$ cat src/rtl/register_bank_if.sv
// Register bank port bundle: write port, two read ports, sequencer status.
// Latency: none (wires only).
// Backpressure: busy from the bank; writes presented while busy are discarded and flagged by wr_drop.
interface register_bank_if #(
    parameter int DATA_WIDTH = 16,
    parameter int ADDR_WIDTH = 3
);
    logic                  reg_write_en;
    logic [ADDR_WIDTH-1:0] rd;
    logic [DATA_WIDTH-1:0] rd_value;
    logic [ADDR_WIDTH-1:0] rs1;
    logic [DATA_WIDTH-1:0] rs1_value;
    logic [ADDR_WIDTH-1:0] rs2;
    logic [DATA_WIDTH-1:0] rs2_value;
    logic                  busy;
    logic                  wr_drop;

    // Pipeline side: decode drives read addresses, writeback drives the write port.
    modport master (
        output reg_write_en, rd, rd_value, rs1, rs2,
        input  rs1_value, rs2_value, busy, wr_drop
    );

    // Bank side.
    modport slave (
        input  reg_write_en, rd, rd_value, rs1, rs2,
        output rs1_value, rs2_value, busy, wr_drop
    );
endinterface

$ cat src/rtl/register_bank.sv
// DEPTH x DATA_WIDTH register bank, 1 write / 2 async read ports, post-reset clear sweep.
// Latency: reads combinational; writes visible next edge (same cycle with REGBANK_BYPASS_EN).
// Backpressure: busy high for DEPTH edges after reset; writes then are dropped and pulse wr_drop.
module register_bank #(
    parameter int DATA_WIDTH = 16,
    parameter int ADDR_WIDTH = 3,
    parameter int ZERO_REG   = 0
) (
    input  logic                clk,
    input  logic                reset,
    register_bank_if.slave      bus
);
    localparam int DEPTH = 1 << ADDR_WIDTH;

    typedef enum logic {
        S_CLEAR = 1'b0,
        S_READY = 1'b1
    } state_t;

    state_t                 state;
    state_t                 state_nxt;
    logic [ADDR_WIDTH-1:0]  clr_ptr;
    logic [DATA_WIDTH-1:0]  mem [DEPTH];
    logic                   busy;
    logic                   zero_wr;
    logic                   wr_fire;
    logic                   wr_drop_q;

    // A write aimed at the hard-wired zero entry is silently ignored, never a drop.
    assign zero_wr = (ZERO_REG != 0) && (bus.rd == '0);
    assign wr_fire = bus.reg_write_en && !busy && !zero_wr;

    // State register: reset always restarts the sweep.
    always_ff @(posedge clk) begin
        if (reset) begin
            state <= S_CLEAR;
        end else begin
            state <= state_nxt;
        end
    end

    // Next state: leave CLEAR on the edge that zeroes the last entry.
    always_comb begin
        state_nxt = state;
        if (state == S_CLEAR && clr_ptr == ADDR_WIDTH'(DEPTH - 1)) begin
            state_nxt = S_READY;
        end
    end

    // Outputs of the FSM: the bank is unusable for the whole sweep.
    always_comb begin
        busy = (state == S_CLEAR);
    end

    // Clear pointer walks the array once per sweep.
    always_ff @(posedge clk) begin
        if (reset) begin
            clr_ptr <= '0;
        end else if (busy) begin
            clr_ptr <= clr_ptr + 1'b1;
        end
    end

    // Array update: sweep zeroes one entry per edge, otherwise accepted writes land.
    always_ff @(posedge clk) begin
        if (!reset) begin
            if (busy) begin
                mem[clr_ptr] <= '0;
            end else if (wr_fire) begin
                mem[bus.rd] <= bus.rd_value;
            end
        end
    end

    // Drop flag: one-cycle pulse for a write that arrived during the sweep.
    always_ff @(posedge clk) begin
        if (reset) begin
            wr_drop_q <= 1'b0;
        end else begin
            wr_drop_q <= bus.reg_write_en && busy;
        end
    end

    // Read port 1: later assignments take priority (busy, then zero entry, then bypass).
    always_comb begin
        bus.rs1_value = mem[bus.rs1];
`ifdef REGBANK_BYPASS_EN
        if (wr_fire && bus.rs1 == bus.rd) begin
            bus.rs1_value = bus.rd_value;
        end
`endif
        if (ZERO_REG != 0 && bus.rs1 == '0) begin
            bus.rs1_value = '0;
        end
        if (busy) begin
            bus.rs1_value = '0;
        end
    end

    // Read port 2: same priority as port 1, compared independently.
    always_comb begin
        bus.rs2_value = mem[bus.rs2];
`ifdef REGBANK_BYPASS_EN
        if (wr_fire && bus.rs2 == bus.rd) begin
            bus.rs2_value = bus.rd_value;
        end
`endif
        if (ZERO_REG != 0 && bus.rs2 == '0) begin
            bus.rs2_value = '0;
        end
        if (busy) begin
            bus.rs2_value = '0;
        end
    end

    assign bus.busy    = busy;
    assign bus.wr_drop = wr_drop_q;

endmodule

$ cat src/flat_wrapper.sv
// flat-port wrapper written by rule: the top's interface ports become plain ports
module register_bank_flat 
#(
    parameter int DATA_WIDTH = 16,
    parameter int ADDR_WIDTH = 3,
    parameter int ZERO_REG   = 0
)
  (clk, reset, bus_reg_write_en, bus_rd, bus_rd_value, bus_rs1, bus_rs2, bus_rs1_value, bus_rs2_value, bus_busy, bus_wr_drop);
  register_bank_if #(.DATA_WIDTH(DATA_WIDTH), .ADDR_WIDTH(ADDR_WIDTH)) bus_i ();
  input  logic clk;
  input  logic reset;
  input wire logic [$bits(bus_i.reg_write_en)-1:0] bus_reg_write_en;
  input wire logic [$bits(bus_i.rd)-1:0] bus_rd;
  input wire logic [$bits(bus_i.rd_value)-1:0] bus_rd_value;
  input wire logic [$bits(bus_i.rs1)-1:0] bus_rs1;
  input wire logic [$bits(bus_i.rs2)-1:0] bus_rs2;
  output wire logic [$bits(bus_i.rs1_value)-1:0] bus_rs1_value;
  output wire logic [$bits(bus_i.rs2_value)-1:0] bus_rs2_value;
  output wire logic [$bits(bus_i.busy)-1:0] bus_busy;
  output wire logic [$bits(bus_i.wr_drop)-1:0] bus_wr_drop;
  assign bus_i.reg_write_en = bus_reg_write_en;
  assign bus_i.rd = bus_rd;
  assign bus_i.rd_value = bus_rd_value;
  assign bus_i.rs1 = bus_rs1;
  assign bus_i.rs2 = bus_rs2;
  assign bus_rs1_value = bus_i.rs1_value;
  assign bus_rs2_value = bus_i.rs2_value;
  assign bus_busy = bus_i.busy;
  assign bus_wr_drop = bus_i.wr_drop;
  register_bank #(.DATA_WIDTH(DATA_WIDTH), .ADDR_WIDTH(ADDR_WIDTH), .ZERO_REG(ZERO_REG)) u_core (.clk(clk), .reset(reset), .bus(bus_i));
endmodule
$ cat config.mk
export PLATFORM = sky130hd
export DESIGN_NAME = register_bank_flat
export DESIGN_NICKNAME = d
export VERILOG_FILES = /design/src/rtl/register_bank_if.sv /design/src/rtl/register_bank.sv /design/src/flat_wrapper.sv
export SDC_FILE = /design/constraint.sdc
export NUM_CORES = 1
export LEC_CHECK = 0
export CORE_ASPECT_RATIO = 1.4
export CORE_MARGIN = 4
export CORE_UTILIZATION = 55
export CTS_CLUSTER_DIAMETER = 150
export CTS_CLUSTER_SIZE = 30
export DETAILED_ROUTE_END_ITERATION = 8
export GPL_TIMING_DRIVEN = 0
export PLACE_DENSITY = 0.85
export SYNTH_ARGS = -nofsm -noshare
export SYNTH_HDL_FRONTEND = slang
export SYNTH_SLANG_ARGS = --single-unit
export TNS_END_PERCENT = 30
$ cat constraint.sdc
create_clock -name clk -period 3.3 [get_ports clk]
set_input_delay 0.66 -clock clk [delete_from_list [all_inputs] [get_ports clk]]
set_output_delay 0.66 -clock clk [all_outputs]
set_load 0.02 [all_outputs]
==> results by group, run 1 <==
Worst setup path
  – Slowest cell delay on critical path: 0.57 ns
  – Crit path DAT: 2.63 ns
  – Top cell by count, worst path: clkdlybuf4s50_1
  – Worst reg-to-reg path cell count: 5
  – Critical path endpoint category: primary output
  – Critical path class: in2out
  – CP delay by family, top: buffers and inverters
  – Crit-path slowest cell: clkdlybuf4s50_1
  – Crit path buffers/inverters: 3
  – Worst EP required: 2.64 ns
  – Crit path max fanout: 10
  – Number of stages on the worst setup path: 6
  – CP Launch Type: input pin
  – CP Cell Sequence: clkdlybuf4s50_1, buf_4, mux4_2, mux2i_1, nor2_1, clkdlybuf4s50_1

Worst hold path
  – Hold WC Path Type: in2reg
  – Hold Path Depth: 2

Power
  – Pleak: 0.00317 uW
  – Maximum vdd drop: 0.000661 V
  – Power density over the cells: 508 mW/mm^2

STA
  – Clock skew: 0.00626 ns
  – Tcrit/Tclk final: 99.6%
  – Setup Viol. Count Final: 0
  – Final min period: 3.29 ns
  – Final Slew Violations: 0
  – Slew margin rel.: 53.2%
  – Slew @ Worst Pin: 0.703 ns
  – Final hold viol count: 0
  – Worst setup margin: 0.0147 ns
  – RSZ-0062 raised after global routing: yes
  – Final hold slack: 0.515 ns
  – Fmax: 304 MHz

GRT
  – Largest net degree at the start of global routing: 17
  – Initial antenna violation count: 0
  – Global Route Usage Sum: 24.9%
  – Vias in the first global route: 4014
  – Congestion Overflow GR: 0
  – First-pass GRT wire length: 23700 microns

Synth
  – Total number of yosys warnings: 0
  – Top-area cell type share of the netlist area: 59.0%
  – Synth Register Bits: 133
  – Post-synth top area cell: edfxtp_1
  – Synth cell count leaders: edfxtp_1 (128), mux4_1 (46), nor2_1 (44), mux2i_1 (38), mux4_2 (18)
  – Synth Flop Type: edfxtp_1
  – Syn Std Cell Area: 0.00651 sq mm
  – Post-synthesis sequential area ratio: 60.6%
  – Post-synth ARST share: 0%
  – Area share of fa/ha/maj cells after synthesis: 0.384%
  – Post-Synth XOR/XNOR Area: 0%
  – Synth unique cells: 25
  – Post-synth EDFFs: 128
  – Fraction of synthesized area in multiplexers: 30.6%
  – Synth top area cells: edfxtp_1 (59%), mux4_1 (19%), mux4_2 (6.2%), mux2i_1 (5.8%), nor2_1 (2.5%)
  – Largest family of logic cells by synthesized area: multiplexers
  – Net Count, Synth: 371
  – Synthesized area per cell: 19.1 sq um
  – Most common cell in the netlist: edfxtp_1
  – Gate Count Post-Synth: 341
  – Compound-cell area share of the yosys netlist: 0.308%
  – Simple-gate share of the synthesized area: 5.46%

Place
  – Placer Congestion: 0.772
  – Inst Count DP: 549
  – PortBufs: 56
  – Dpl hpwl: 10300 microns
  – Dpl ws: -0.482 ns

Floorplanning
  – Die ar.: 0.0137 sq mm
  – Num rows: 46
  – DIE WIDTH: 100 microns
  – I/O Pins: 62
  – Die height: 137 microns
  – Initial core utilization: 56.8%
  – Core box area: 0.0115 sq mm

Clock network
  – CTS sink cnt: 133
  – CTS Buf Count: 17
  – Max H-tree Level: 4
  – Worst skew pair latency: 0.42 ns
  – Number of hold buffers added after cts: 0
  – CTS tree: done
  – Clk buf depth: 2
  – CTS root buffer: clkbuf_16
  – Reg clk slew, reported paths: 0.05 ns
  – Postcts setup bufs: 0

Layout
  – Final nets: 454
  – Layout Cells excl Fill: 581
  – Inserted Diodes: 0
  – Synth-to-layout area growth: 23.7%
  – Layout cells sized above 1: 19.0%

Detailed routing
  – DR vias: 3792
  – DRT Pass-1 Iters: 5
  – Post-DR wirelength/cell: 27.1 microns
  – Wire length on met1: 5810 microns
  – Post-Route WL: 15800 microns
  – Metal3 WL: 1160 microns
  – Top sig layer: met4
  – Starting DRT DRC Count: 345
  – Final ANT Viol Nets: 0
  – Vias per std cell: 6.53
  – DR WL met2: 8440 microns
  – Residual DRC: 0

Run
  – Max_cap viols: 0

Run status
  – Result of the run: complete, no violations
==> cells in the final DEF, fill, tap and decap left out, drive strengths merged, types with 2 or more instances in the layout <==
cell type	netlist	routed
clkbuf	5	23
mux4	64	64
bufinv	0	3
dfxtp	5	5
inv	1	3
mux2i	38	38
ha	2	2
clkinv	0	6
dlygate4sd2	0	7
clkinvlp	0	3
nor2b	6	6
edfxtp	128	128
nand2	3	3
clkdlybuf4s50	0	42
and2	16	16
nor2	44	44
a21o	2	2
dlymetal6s2s	0	7
buf	20	28
==> timing repair <==
| item | 4_1_cts | 5_1_grt |
|---|---|---|
| pin swaps | 0 | 0 |
| resized for setup | 21 | 8 |
| endpoints found under the setup margin | 32 | 24 |
| endpoints found under the hold margin | 0 | 0 |
==> sequential cells by signal, indices dropped and copies added (netlist names) <==
name	count
u_core.bus.wr_drop	1
u_core.clr_ptr	3
u_core.mem	128
u_core.state	1
==> cell families (layout without fill, tap and decap cells) <==
family | count (synthesis) | in the layout
adders and majority gates | 2 | 2
DFF | 133 | 133
buffers and inverters | 26 | 122
and+or+nand+nor | 75 | 75
AOI/OAI and AO/OA | 3 | 3
muxes | 102 | 102
==> report_power, final <==
| part | switching, uW | internal (uW) | leakage [uW] |
|---|---|---|---|
| combinational | 157 | 171 | 0.00157 |
| clock | 694 | 1180 | 0.000277 |
| sequential | 19.8 | 1870 | 0.00133 |
| total | 870 | 3220 | 0.00317 |
==> layer usage <==
layer / vias up / track usage (%)
met5: - / 0
met4: 0 / 10.1
met3: 29 / 6.17
met2: 205 / 43.2
met1: 1953 / 29.8
li1: 1605 / -
==> final cells by class <==
class / instances / area (sq um)
Buffer: 25 / 201
Clock buffer: 18 / 429
Clock inverter: 14 / 159
Fill cell: 683 / 3400
Inverter: 1 / 3.75
Multi-Input combinational cell: 182 / 2410
Sequential cell: 133 / 3940
Tap cell: 144 / 180
Timing Repair Buffer: 64 / 719
==> worst paths after layout <==
check                                      start                             end  slack, ns
setup / recovery                      bus_rs1[2]               bus_rs1_value[15]       0.01
hold reg to reg   u_core.clr_ptr[0]$_SDFFE_PP0N_  u_core.clr_ptr[0]$_SDFFE_PP0N_       0.52
hold / removal                             reset       u_core.state$_SDFFE_PP0P_       0.52
setup reg to reg       u_core.state$_SDFFE_PP0P_      u_core.mem[7][5]$_DFFE_PP_       1.12
==> metrics by stage <==
step	instance area, sq um	power [uW]	TNS, ns	utilization (%)
global placement	7250	2210	-50.82	63.3
CTS	8030	4100	0	70.1
detailed placement	7420	2250	-12.56	64.8
finish	8050	4090	0	70.3
floorplan	6510	2120	0	-
global route	8050	4220	-0.249	70.3
No activity file was read; power rests on OpenSTA's default activity.
==> run 2: changes to the inputs <==
- SETUP_SLACK_MARGIN: default -> 0.15
==> run 2 against run 1 <==
Compared with the run above:
- hold slack improved by 0.0028 ns
- sequential power about the same
- design area hardly changed
- routed wire length is 0.13% higher
- clock skew barely moved
- cell count unchanged
- largest power group unchanged
- critical endpoint unchanged
- first-iteration DRC count up 10%
- clock power about the same
==> results by group, run 2 (synthesis gave the netlist of run 1 again) <==
Detailed routing
  – DR vias: 3781 (-0.29%)
  – Residual DRC: 0 (unchanged)
  – Vias per std cell: 6.51 (-0.29%)
  – Post-DR wirelength/cell: 27.2 microns (+0.13%)
  – DRT Pass-1 Iters: 5 (unchanged)
  – Final ANT Viol Nets: 0 (unchanged)
  – Post-Route WL: 15800 microns (+0.13%)
  – Starting DRT DRC Count: 381 (+10%)

Floorplanning
  – I/O Pins: 62 (unchanged)
  – Core box area: 0.0115 sq mm (unchanged)
  – DIE WIDTH: 100 microns (unchanged)
  – Die height: 137 microns (unchanged)
  – Num rows: 46 (unchanged)
  – Initial core utilization: 56.8% (unchanged)
  – Die ar.: 0.0137 sq mm (unchanged)

GRT
  – First-pass GRT wire length: 23700 microns (unchanged)
  – GRT met3 Usage: 6.17% (unchanged)
  – Met2 GRT Util: 43.2% (unchanged)
  – Vias in the first global route: 4014 (unchanged)
  – Met1 usage: 29.8% (unchanged)
  – Congestion Overflow GR: 0 (unchanged)
  – Initial antenna violation count: 0 (unchanged)
  – Global Route Usage Sum: 24.9% (unchanged)
  – Largest net degree at the start of global routing: 17 (unchanged)
  – Layer with the highest usage: met2

Place
  – PortBufs: 56 (unchanged)
  – Placer Congestion: 0.772 (unchanged)
  – Dpl ws: -0.482 ns (unchanged)
  – Dpl hpwl: 10300 microns (unchanged)
  – DP Area: 0.00742 sq mm (unchanged)
  – Inst Count DP: 549 (unchanged)

Power
  – Maximum vdd drop: 0.000653 V (-1.1%)
  – Power density over the cells: 508 mW/mm^2 (about the same)
  – Pleak: 0.00318 uW (+0.31%)

Worst hold path
  – Hold WC Path Type: in2reg
  – Hold Path Depth: 2 (unchanged)

STA
  – RSZ-0062 raised after global routing: yes
  – Worst setup margin: 0.0143 ns (-0.000384 ns)
  – Setup Viol. Count Final: 0 (unchanged)
  – Final min period: 3.29 ns (+0.000384 ns)
  – Final Slew Violations: 0 (unchanged)
  – Tcrit/Tclk final: 99.6% (about the same)
  – Clock skew: 0.00623 ns (-0.0000272 ns)
  – Fmax: 304 MHz (about the same)
  – Slew margin rel.: 52.6% (-0.59 points)
  – Slew @ Worst Pin: 0.712 ns (+0.00890 ns)
  – Final hold viol count: 0 (unchanged)

Run status
  – Result of the run: complete, no violations

Layout
  – Top reg by flops: u_core.mem
  – Fin util: 70.3% (about the same)
  – Largest registers: u_core.mem x128, u_core.clr_ptr x3
  – Synth-to-layout area growth: 23.6% (about the same)
  – Layout cells sized above 1: 19.0% (unchanged)
  – Inserted Diodes: 0 (unchanged)
  – Most common cell after layout, fill and taps aside: edfxtp_1
  – Flip-flop count of the largest register after layout: 128 (unchanged)
  – Cell area after layout: 0.00805 sq mm (about the same)
  – Layout Cells excl Fill: 581 (unchanged)
  – Most frequent cells in the layout: edfxtp_1 (128), mux4_1 (46), clkdlybuf4s50_1 (40), mux2i_1 (38), nor2_1 (38)
  – Final nets: 454 (unchanged)

Worst setup path
  – Worst reg-to-reg path cell count: 5 (unchanged)
  – Worst EP required: 2.64 ns (about the same)
  – Critical path class: in2out
  – Critical path endpoint category: primary output
  – CP Launch Type: input pin
  – Crit path max fanout: 10 (unchanged)
  – Crit path DAT: 2.63 ns (about the same)

Run
  – Max_cap viols: 0 (unchanged)

Clock network
  – Clk buf depth: 2 (unchanged)
  – Max H-tree Level: 4 (unchanged)
  – CTS sink cnt: 133 (unchanged)
  – Reg clk slew, reported paths: 0.05 ns (about the same)
  – CTS Buf Count: 17 (unchanged)
  – Worst skew pair latency: 0.42 ns (about the same)
  – Postcts setup bufs: 0 (unchanged)
  – Number of hold buffers added after cts: 0 (unchanged)
  – CTS tree: done
  – CTS root buffer: clkbuf_16
## run 2: critical path: stages
cell             delay, ns
clkdlybuf4s50_1       0.57
buf_4                 0.27
mux4_2                0.34
mux2i_1               0.16
nor2_1                0.08
clkdlybuf4s50_1       0.54
## run 2: routing by layer
metal / vias up / wire, microns
li1: 1603 / -
met1: 1929 / 5690
met2: 211 / 8480
met3: 38 / 1190
met4: 0 / 413
met5: - / 0
## run 2: final timing paths
kind	to	start	slack, ns
min	u_core.clr_ptr[1]$_SDFFE_PP0N_	reset	0.52
max reg2reg	u_core.mem[7][4]$_DFFE_PP_	u_core.state$_SDFFE_PP0P_	1.12
max	bus_rs1_value[15]	bus_rs1[2]	0.01
min reg2reg	u_core.clr_ptr[0]$_SDFFE_PP0N_	u_core.clr_ptr[0]$_SDFFE_PP0N_	0.52
## run 2: area by class of cell
cell class / instances / area [sq um]
inverter: 1 / 3.75
timing repair buffer: 64 / 717
clock buffer: 18 / 429
sequential: 133 / 3940
clock inverter: 14 / 159
multi-input combinational: 182 / 2410
buffer: 25 / 201
fill: 682 / 3400
tap: 144 / 180
## run 2: metrics by stage
stage	hold WS, ns	TNS, ns	total power [uW]
2_1_floorplan	0.470	0	2120
3_3_place_gp	0.483	-50.82	2210
3_5_place_dp	0.507	-12.56	2250
4_1_cts	0.509	0	4100
5_1_grt	0.530	-0.249	4220
6_report	0.518	0	4090
## run 2: power by group
group	switching, uW	internal, uW	leakage [uW]
Combinational	157	171	0.00158
Sequential	19.6	1870	0.00133
Clock	691	1180	0.000277
## run 2: repair_timing
| item | CTS | global route |
|---|---|---|
| setup endpoints to repair | 32 | 31 |
| pin swaps | 0 | 0 |
| resized for setup | 23 | 8 |
==> run 3: changes to the inputs <==
- ABC_AREA: default -> 1
- PLACE_DENSITY: 0.85 -> 0.84
- SKIP_CTS_REPAIR_TIMING: default -> 1
==> run 3 against run 2 <==
Compared with the run above:
- clock power up 5%
- hold slack worse by 0.0095 ns
- utilization down 0.90 points
==> results by group, run 3 <==
Run status
  – Result of the run: complete, no violations

Floorplanning
  – Core box area: 0.0129 sq mm (+13%)
  – Initial core utilization: 56.7% (-0.14 points)
  – I/O Pins: 62 (unchanged)
  – Die height: 145 microns (+5.8%)
  – Die ar.: 0.0153 sq mm (+12%)
  – Num rows: 49 (+6.5%)
  – DIE WIDTH: 106 microns (+5.6%)

Synth
  – Total number of yosys warnings: 0 (unchanged)
  – Most common cell in the netlist: nand2_1
  – Post-synth ARST share: 0% (unchanged)
  – Net Count, Synth: 970 (+160%)
  – Gate Count Post-Synth: 940 (+180%)
  – Synthesized area per cell: 7.80 sq um (-59%)
  – Post-synthesis sequential area ratio: 53.8% (-6.8 points)
  – Syn Std Cell Area: 0.00733 sq mm (+13%)
  – Top-area cell type share of the netlist area: 52.4% (-6.6 points)
  – Synth Flop Type: edfxtp_1
  – Post-synth top area cell: edfxtp_1
  – Post-synth EDFFs: 128 (unchanged)
  – Synth Register Bits: 133 (unchanged)
  – Synth unique cells: 19 (-24%)
  – Synth top area cells: edfxtp_1 (52%), nand2_1 (17%), nand3_1 (11%), inv_1 (7.8%), nor2_1 (4.6%)
  – Synth cell count leaders: nand2_1 (335), nand3_1 (162), inv_1 (152), edfxtp_1 (128), nor2_1 (89)

Clock network
  – Reg clk slew, reported paths: 0.05 ns (about the same)
  – CTS root buffer: clkbuf_16
  – CTS Buf Count: 17 (unchanged)
  – Clk buf depth: 2 (unchanged)
  – CTS tree: done
  – CTS sink cnt: 133 (unchanged)
  – Worst skew pair latency: 0.42 ns (about the same)
  – Max H-tree Level: 4 (unchanged)

Run
  – Max_cap viols: 0 (unchanged)

STA
  – Final hold slack: 0.509 ns (-0.00947 ns)
  – Tcrit/Tclk final: 94.9% (-4.7 points)
  – Worst setup margin: 0.170 ns (+0.156 ns)
  – RSZ-0062 raised after global routing: no
  – Clock skew: 0.00901 ns (+0.00278 ns)
  – Final Slew Violations: 0 (unchanged)
  – Post-Route Setup TNS: 0 ns (unchanged)
  – Setup Viol. Count Final: 0 (unchanged)
  – Final min period: 3.13 ns (-0.156 ns)
  – Slew margin rel.: 48.4% (-4.2 points)
  – Fmax: 319 MHz (+5.0%)
  – Final hold viol count: 0 (unchanged)
  – Slew @ Worst Pin: 0.774 ns (+0.0627 ns)

Worst setup path
  – Critical path endpoint category: primary output
  – Worst R2R End: u_core.mem[7][13]$_DFFE_PP_
  – Slowest cell delay on critical path: 0.48 ns (-0.09 ns)
  – Worst reg-to-reg path cell count: 7 (+2)
  – Worst EP required: 2.64 ns (about the same)
  – Crit path DAT: 2.47 ns (-0.16 ns)
  – CP Cell Sequence: clkdlybuf4s50_1, clkbuf_4, clkbuf_4, nand2_1, nand3_1, nand3_1, nand2_1, nor2_1, clkbuf_2
  – R2r setup slk: 1.11 ns (about the same)
  – FF-to-FF Start: u_core.state$_SDFFE_PP0P_
  – Crit path buffers/inverters: 4 (+1)
  – Critical path class: in2out
  – CP Launch Type: input pin
  – Crit-path slowest cell: clkdlybuf4s50_1
  – CP delay by family, top: buffers and inverters
  – Crit path max fanout: 10 (unchanged)

Power
  – Power density over the cells: 478 mW/mm^2 (-5.9%)
  – Pleak: 0.00474 uW (+49%)
  – Maximum vdd drop: 0.000672 V (+2.8%)

Layout
  – Cell area after layout: 0.00897 sq mm (+12%)
  – Inserted Diodes: 0 (unchanged)
  – Most frequent cells in the layout: nand2_1 (335), nand3_1 (162), inv_1 (152), edfxtp_1 (128), nor2_1 (81)
  – Layout cells sized above 1: 9.53% (-9.5 points)
  – Largest registers: u_core.mem x128, u_core.clr_ptr x3
  – Most common cell after layout, fill and taps aside: nand2_1
  – Flip-flop count of the largest register after layout: 128 (unchanged)
  – Synth-to-layout area growth: 22.4%
  – Layout Cells excl Fill: 1217 (+110%)
  – Top reg by flops: u_core.mem
  – Final nets: 1056 (+130%)
  – FILL cells: 985 (+44%)

Place
  – Dpl hpwl: 15700 microns (+53%)
  – Inst Count DP: 1185 (+120%)
  – Dpl ws: -0.221 ns (+0.261 ns)
  – DP Area: 0.00828 sq mm (+12%)
  – Placer Congestion: 0.956 (+24%)
  – PortBufs: 59 (+5.4%)

Detailed routing
  – Vias per std cell: 5.80 (-11%)
  – Post-Route WL: 23500 microns (+49%)
  – Final ANT Viol Nets: 0 (unchanged)
  – DR vias: 7062 (+87%)
  – Post-DR wirelength/cell: 19.3 microns (-29%)
  – DRT Pass-1 Iters: 8 (+3)
  – Residual DRC: 0 (unchanged)
  – Starting DRT DRC Count: 1133 (+200%)

Worst hold path
  – Hold endpoint: u_core.clr_ptr[0]$_SDFFE_PP0N_
  – Hold_sp: u_core.clr_ptr[0]$_SDFFE_PP0N_
  – Hold Path Depth: 2 (unchanged)
  – Hold WC Path Type: reg2reg

GRT
  – First-pass GRT wire length: 36200 microns (+53%)
  – Congestion Overflow GR: 0 (unchanged)
  – Vias in the first global route: 6996 (+74%)
  – Initial antenna violation count: 0 (unchanged)
  – Global Route Usage Sum: 31.7% (+6.8 points)
  – Largest net degree at the start of global routing: 17 (unchanged)
run 3: cell types whose count changed in the layout (fill, tap and decap cells not counted), moves of 38 or more:
| cell | previous run | this run |
|---|---|---|
| nand2_1 | 3 | 335 |
| nand3_1 | 1 | 162 |
| nor2_1 | 38 | 81 |
| mux2i_1 | 38 | 0 |
| mux4_1 | 46 | 0 |
| inv_1 | 1 | 152 |
run 3: final cells by class:
class,count,area (sq um),area share [%]
repair buffers,67,779,8.69
plain buffers,52,317,3.53
flip-flops and latches,133,3940,43.9
inverters,155,582,6.48
clock inverters,11,158,1.76
well taps,178,223,2.48
multi-input cells,600,2530,28.2
clock buffers,21,440,4.91
run 3: logic make-up after synthesis:
| kind of cell | share of synthesized area [%] |
|---|---|
| AOI/OAI and AO/OA | 0.836 |
| adders and majority gates | 0.341 |
| buffers and inverters | 12.0 |
| DFF | 53.8 |
| and+or+nand+nor | 33.1 |
run 3: worst min-delay path, delay by kind of cell (launching register included):
family	cells	cell delay [ns]
flops	1	0.31
buf+inv	1	0.08
compound gates	1	0.07
run 3: worst max path at each step:
stage / start / to / slack [ns] / cells after the start
after floorplan: reset / u_core.mem[0][0]$_DFFE_PP_ / 0.98 / 6
after global placement: reset / u_core.mem[6][7]$_DFFE_PP_ / -0.26 / 7
after detailed placement: bus_rs1[0] / bus_rs1_value[12] / -0.22 / 9
after CTS: bus_rs2[2] / bus_rs2_value[6] / -0.23 / 5
after global routing: bus_rs1[0] / bus_rs1_value[12] / 0.17 / 9
final: bus_rs2[0] / bus_rs2_value[6] / 0.17 / 9
run 3: metrics by stage:
step                      power, uW  util (%)
after global placement         2320      63.0
after floorplan                2180         -
after CTS                      4260      68.7
after global routing           4390      69.4
after detailed placement       2350      64.0
final                          4290      69.4
run 3: metal layers:
layer	share of wire (%)	track usage [%]	up-vias
met1	32	36.5	3208
met3	13	6.92	132
met4	5.4	18.4	0
met5	0	0	-
met2	49	54.7	597
li1	-	-	3125
run 3: where the power goes:
| group | internal (uW) | switching, uW | leakage [uW] |
|---|---|---|---|
| logic | 147 | 300 | 0.00330 |
| registers | 1880 | 12.2 | 0.00114 |
| clock network | 1260 | 701 | 0.000296 |
==> patch 1 (flow settings as in run 3) <==
`ZERO_REG` is set to 0 in 2 places; all go to 1.
--- a/src/rtl/register_bank.sv
+++ b/src/rtl/register_bank.sv
@@ -5,5 +5,5 @@
     parameter int DATA_WIDTH = 16,
     parameter int ADDR_WIDTH = 3,
-    parameter int ZERO_REG   = 0
+    parameter int ZERO_REG   = 1
 ) (
     input  logic                clk,
--- a/src/flat_wrapper.sv
+++ b/src/flat_wrapper.sv
@@ -4,5 +4,5 @@
     parameter int DATA_WIDTH = 16,
     parameter int ADDR_WIDTH = 3,
-    parameter int ZERO_REG   = 0
+    parameter int ZERO_REG   = 1
 )
   (clk, reset, bus_reg_write_en, bus_rd, bus_rd_value, bus_rs1, bus_rs2, bus_rs1_value, bus_rs2_value, bus_busy, bus_wr_drop);
Formal check against the unedited RTL: not equivalent (Yosys sat finds a counterexample within 10 cycles, from zero or initial values and one cycle with reset high).
==> patch 1 against run 3 <==
- setup slack got worse by 0.18 ns
- power decreased by 8.1%
- highest routed layer unchanged
- the flow now finishes with violations (negative setup slack)
- design area decreased by 15%
- clock skew decreased by 0.0018 ns
- via count decreased by 16%
- sequential power decreased by 13%
- sequential cell count decreased by 16
- area after synthesis decreased by 17%
- wire length decreased by 14%
- global-route usage decreased by 0.95 points
- count of clock-buffer cells in the layout decreased by 3
- die area decreased by 16%
==> patch 1: results (changes against run 3) <==
----------------------------------------------------
[Placement]
  Detailed placement HPWL ... 13080 um (-17%)
  Worst slack at placement ... -0.2492 ns (-0.02794 ns)
  Placer's final routability congestion estimate ... 0.8978 (-6.1%)
  Number of buffer cells added on primary ports ... 57 (-3.4%)
  Post-DP Area ... 6977 um^2 (-16%)

[GRT]
  GRT Overall Usage ... 30.76% (-0.95 points)
  Number of global-route vias before repair ... 5925 (-15%)
  Largest net degree at the start of global routing ... 17 (unchanged)
  Global-route wire length before repair ... 29860 um (-18%)

[Layout]
  # fillers ... 742 (-25%)
  Fraction of layout instances using a drive strength above 1 ... 12.68% (+3.2 points)
  Nets@finish ... 845 (-20%)
  Top flop regs ... u_core.mem: 112 flops, u_core.clr_ptr: 3 flops

[Power and ir drop]
  Static Leakage ... 3.379 nW (-29%)
  Peak supply drop ... 412.8 uV (-39%)

[Clock network]
  Total clock buffers created by CTS ... 17 (unchanged)

[Setup path]
  Worst Path Arrival ... 2.65 ns (+0.18 ns)
  Critical-path maximum fanout ... 10 (unchanged)
  Delay of the slowest cell on the worst path ... 0.64 ns (+0.16 ns)
  Critical Path Slowest Stage Cell ... sky130_fd_sc_hd__clkbuf_1

[Logic synthesis]
  Xor-xnor portion of the synthesized cell area ... 0.1434% (+0.14 points)
  Leading post-synthesis cells by instance count ... sky130_fd_sc_hd__nand2_1, sky130_fd_sc_hd__edfxtp_1, sky130_fd_sc_hd__nor2_1
  Complex-gate fraction of the synthesized area ... 6.781% (+5.9 points)
  Net count after synthesis ... 759 (-22%)
  Number of synthesized flops with an enable pin ... 112 (-13%)
  Sequential-to-total area share from yosys stat ... 56.71% (+2.9 points)
  Share of synthesized cell area in full adder, half adder and majority cells ... 0.4098% (+0.069 points)
  Largest cells by area after synthesis ... sky130_fd_sc_hd__edfxtp_1, sky130_fd_sc_hd__nand2_1, sky130_fd_sc_hd__nand3_1

[Route]
  DR pass1 iterations ... 6 (-2)
  Met2 layer wire length in the routed design ... 9851 um (-15%)
  Detailed route wirelength on metal3 ... 2633 um (-13%)
  Overall via count from detail_route ... 5960 (-16%)
  WL per Instance ... 20.91 um (+8.2%)
  Routed length on met1 ... 6152 um (-19%)
  Initial DRC count ... 968 (-15%)

[Floorplanning]
  Row count ... 45 (-8.2%)

[Status]
  Result of the run ... finished with violations
  Violations in the final reports ... negative setup slack

[STA]
  Transition time at the pin with the least slew margin ... 0.8198 ns (+0.04563 ns)
  Clock skew after layout ... 0.007176 ns (-0.001831 ns)
  Setup violation total in the final timing report ... 1 (+1)
  Worst setup slack after layout ... -0.01017 ns (-0.1800 ns)

----------------------------------------------------
patch 1: cells by family (layout without fill, tap and decap cells):
| logic type | count (synthesis) | count (layout) |
|---|---|---|
| and+or+nand+nor | 410 | 410 |
| buffers and inverters | 121 | 220 |
| DFF | 117 | 117 |
| AOI/OAI and AO/OA | 78 | 78 |
| adders and majority gates | 2 | 2 |
| xor gates and xnor gates | 1 | 1 |
patch 1: layout make-up:
type	count	share of cell area [%]
flip-flops and latches	117	45.27
clock inverters	14	2.421
multi-input cells	491	28.10
inverters	83	4.138
well taps	141	2.306
repair buffers	67	9.323
clock buffers	18	5.610
plain buffers	38	2.830
patch 1: worst min-delay path: cells and delay by family, from the launching register on:
kind | cells | cell delay, ns
buffers and inverters | 1 | 0.08
DFF | 1 | 0.33
AOI/OAI and AO/OA | 1 | 0.06
patch 1: power breakdown:
group	internal [mW]	switching, mW	total [mW]
Sequential	1.64	0.0123	1.65
Clock	1.25	0.688	1.94
Combinational	0.115	0.240	0.355
patch 1: path summary, 6_finish.rpt:
check                         start                end  slack, ns  cells past startpoint
setup / recovery       u_core.state   bus_rs1_value[5]      -0.01                      5
hold reg to reg   u_core.clr_ptr[1]  u_core.clr_ptr[1]       0.51                      2
setup reg to reg       u_core.state  u_core.mem[6][15]       1.02                      9
hold / removal    u_core.clr_ptr[1]  u_core.clr_ptr[1]       0.51                      2
patch 1: stage by stage:
stage               util [%]  TNS (ns)  std cells
floorplan                  -         0        729
global placement       63.07    -34.90        927
detailed placement     64.20    -3.920        934
CTS                    69.86    -4.358        966
global route           70.40  -0.06495        969
finish                 70.40  -0.01017        969
patch 1: layer usage:
layer  vias to the layer above  GRT usage, %
met4                         0         23.81
met5                         -             0
met3                       170         9.072
li1                       2551             -
met2                       578         52.27
met1                      2661         31.46
==> patch 2 (settings of run 3) <==
Without the edit above. Reset style: asynchronous (`reset`), changed in 3 clocked blocks.
--- a/src/rtl/register_bank.sv
+++ b/src/rtl/register_bank.sv
@@ -32,5 +32,5 @@
 
     // State register: reset always restarts the sweep.
-    always_ff @(posedge clk) begin
+    always_ff @(posedge clk or posedge reset) begin
         if (reset) begin
             state <= S_CLEAR;
@@ -54,5 +54,5 @@
 
     // Clear pointer walks the array once per sweep.
-    always_ff @(posedge clk) begin
+    always_ff @(posedge clk or posedge reset) begin
         if (reset) begin
             clr_ptr <= '0;
@@ -74,5 +74,5 @@
 
     // Drop flag: one-cycle pulse for a write that arrived during the sweep.
-    always_ff @(posedge clk) begin
+    always_ff @(posedge clk or posedge reset) begin
         if (reset) begin
             wr_drop_q <= 1'b0;
Behaviour: differs if reset is asserted again (counterexample within 4 cycles, from zero or initial values and one cycle with reset high); with reset held inactive, the same outputs for 10 cycles.
==> patch 2 against run 3 <==
- design area increased by 0.96%
- wire length is 0.60% higher
- synthesized cell count shrank 0.43%
- critical path depth unchanged
- largest cell class unchanged
- sequential power shrank 2%
- non-clock buffer count stayed put
- sequential cell count is the same
- setup slack worse by 0.091 ns
- power increased by 2.3%
- area after synthesis up 0.84%
- die area increased by 0.78%
==> patch 2: results (changes against run 3) <==
----------------------------------------------------
[Status]
  Result of the run ... finished, final reports clean

[Logic synthesis]
  Largest cells by area after synthesis ... sky130_fd_sc_hd__edfxtp_1, sky130_fd_sc_hd__nand2_1, sky130_fd_sc_hd__nand3_1
  Sequential-to-total area share from yosys stat ... 53.66% (-0.11 points)
  Net count after synthesis ... 966 (-0.41%)
  Share of flip-flops with an asynchronous set or reset ... 3.759% (+3.8 points)
  Distinct cell type count after synthesis ... 20 (+1)

[STA]
  Clock skew after layout ... 0.005584 ns (-0.003422 ns)
  Transition time at the pin with the least slew margin ... 0.6327 ns (-0.1415 ns)
  Hold slack ... 0.4907 ns (-0.01799 ns)

[GRT]
  GRT Overall Usage ... 31.07% (-0.64 points)
  Number of global-route vias before repair ... 7016 (+0.29%)
  Global-route wire length before repair ... 36310 um (+0.21%)

[Route]
  WL per Instance ... 19.50 um (+0.94%)
  Initial DRC count ... 1044 (-7.9%)
  Overall via count from detail_route ... 6989 (-1.0%)
  DR pass1 iterations ... 9 (+1)

[Layout]
  # fillers ... 968 (-1.7%)
  Nets@finish ... 1052 (-0.38%)
  Fraction of layout instances using a drive strength above 1 ... 10.24% (+0.71 points)

[Setup path]
  Reg-to-reg slack, setup ... 1.21 ns (+0.10 ns)
  Delay of the slowest cell on the worst path ... 0.61 ns (+0.13 ns)

[Hold path]
  Class of the worst hold path ... in2async

[Placement]
  Detailed placement HPWL ... 15540 um (-1.3%)
  Post-DP Area ... 8349 um^2 (+0.79%)

[Power and ir drop]
  Static Leakage ... 4.679 nW (-1.3%)

----------------------------------------------------
patch 2: changes by cell type after synthesis, sizes merged, moves of 2 or more:
cell	before	now
dfrtp	0	5
nand2	336	332
nand3	163	161
buf	44	50
dfxtp	5	0
clkbuf	8	2
patch 2: cell families (layout without fill, tap and decap cells):
kind of cell,count (synthesis),count (layout),share of synthesized area (%)
fa+ha+maj,2,2,0.3383
xor+xnor,1,1,0.1184
compound gates,9,9,0.8628
flops,133,133,53.66
simple gates,583,583,32.52
buf+inv,208,307,12.50
patch 2: worst paths after layout:
check,from,end,cells past startpoint
min in group clk,u_core.clr_ptr[0],u_core.clr_ptr[0],1
worst max register to register,u_core.state,u_core.mem[2][2],5
max in group asynchronous,reset,u_core.clr_ptr[1],2
worst max-delay path,bus_rs1[0],bus_rs1_value[4],9
worst min register to register,u_core.clr_ptr[0],u_core.clr_ptr[0],1
worst min-delay path,reset,u_core.bus.wr_drop,2
patch 2: per-layer routing:
layer  global-route usage, %  up-vias  routed length [um]
met3                   7.511      196                3222
li1                        -     3103                   -
met2                   50.73      620               10970
met4                   21.52        0                1910
met1                   35.71     3070                7548
met5                       0        -                   0
patch 2: worst register-to-register path: cells and delay by family, from the launching register on:
kind | cells | cell delay, ns
AOI/OAI and AO/OA | 1 | 0.21
buffers and inverters | 2 | 0.45
DFF | 1 | 0.40
and+or+nand+nor | 2 | 0.74
patch 2: report_power, final:
part / internal, mW / leakage [nW] / switching [mW]
Clock: 1.26 / 0.292 / 0.716
Combinational: 0.199 / 2.96 / 0.363
Sequential: 1.85 / 1.42 / 0.000501
patch 2: per-stage QoR:
step | worst slack, ns | setup TNS, ns | cells | power, mW
after floorplan | 0.9660 | 0 | 936 | 2.201
after global placement | -0.3416 | -30.23 | 1173 | 2.412
after detailed placement | -0.2373 | -1.664 | 1181 | 2.428
after CTS | -0.2457 | -2.046 | 1213 | 4.369
after global routing | 0.003967 | 0 | 1213 | 4.502
final | 0.07840 | 0 | 1213 | 4.390
patch 2: area by class of cell:
type	count	area [um^2]	share of cell area (%)
Sequential cell	133	3969	43.80
Multi-Input combinational cell	595	2522	27.84
Timing Repair Buffer	67	788.3	8.699
Inverter	156	585.6	6.462
Clock buffer	19	432.9	4.778
Buffer	52	357.8	3.949
Tap cell	178	222.7	2.458
Clock inverter	13	182.7	2.016
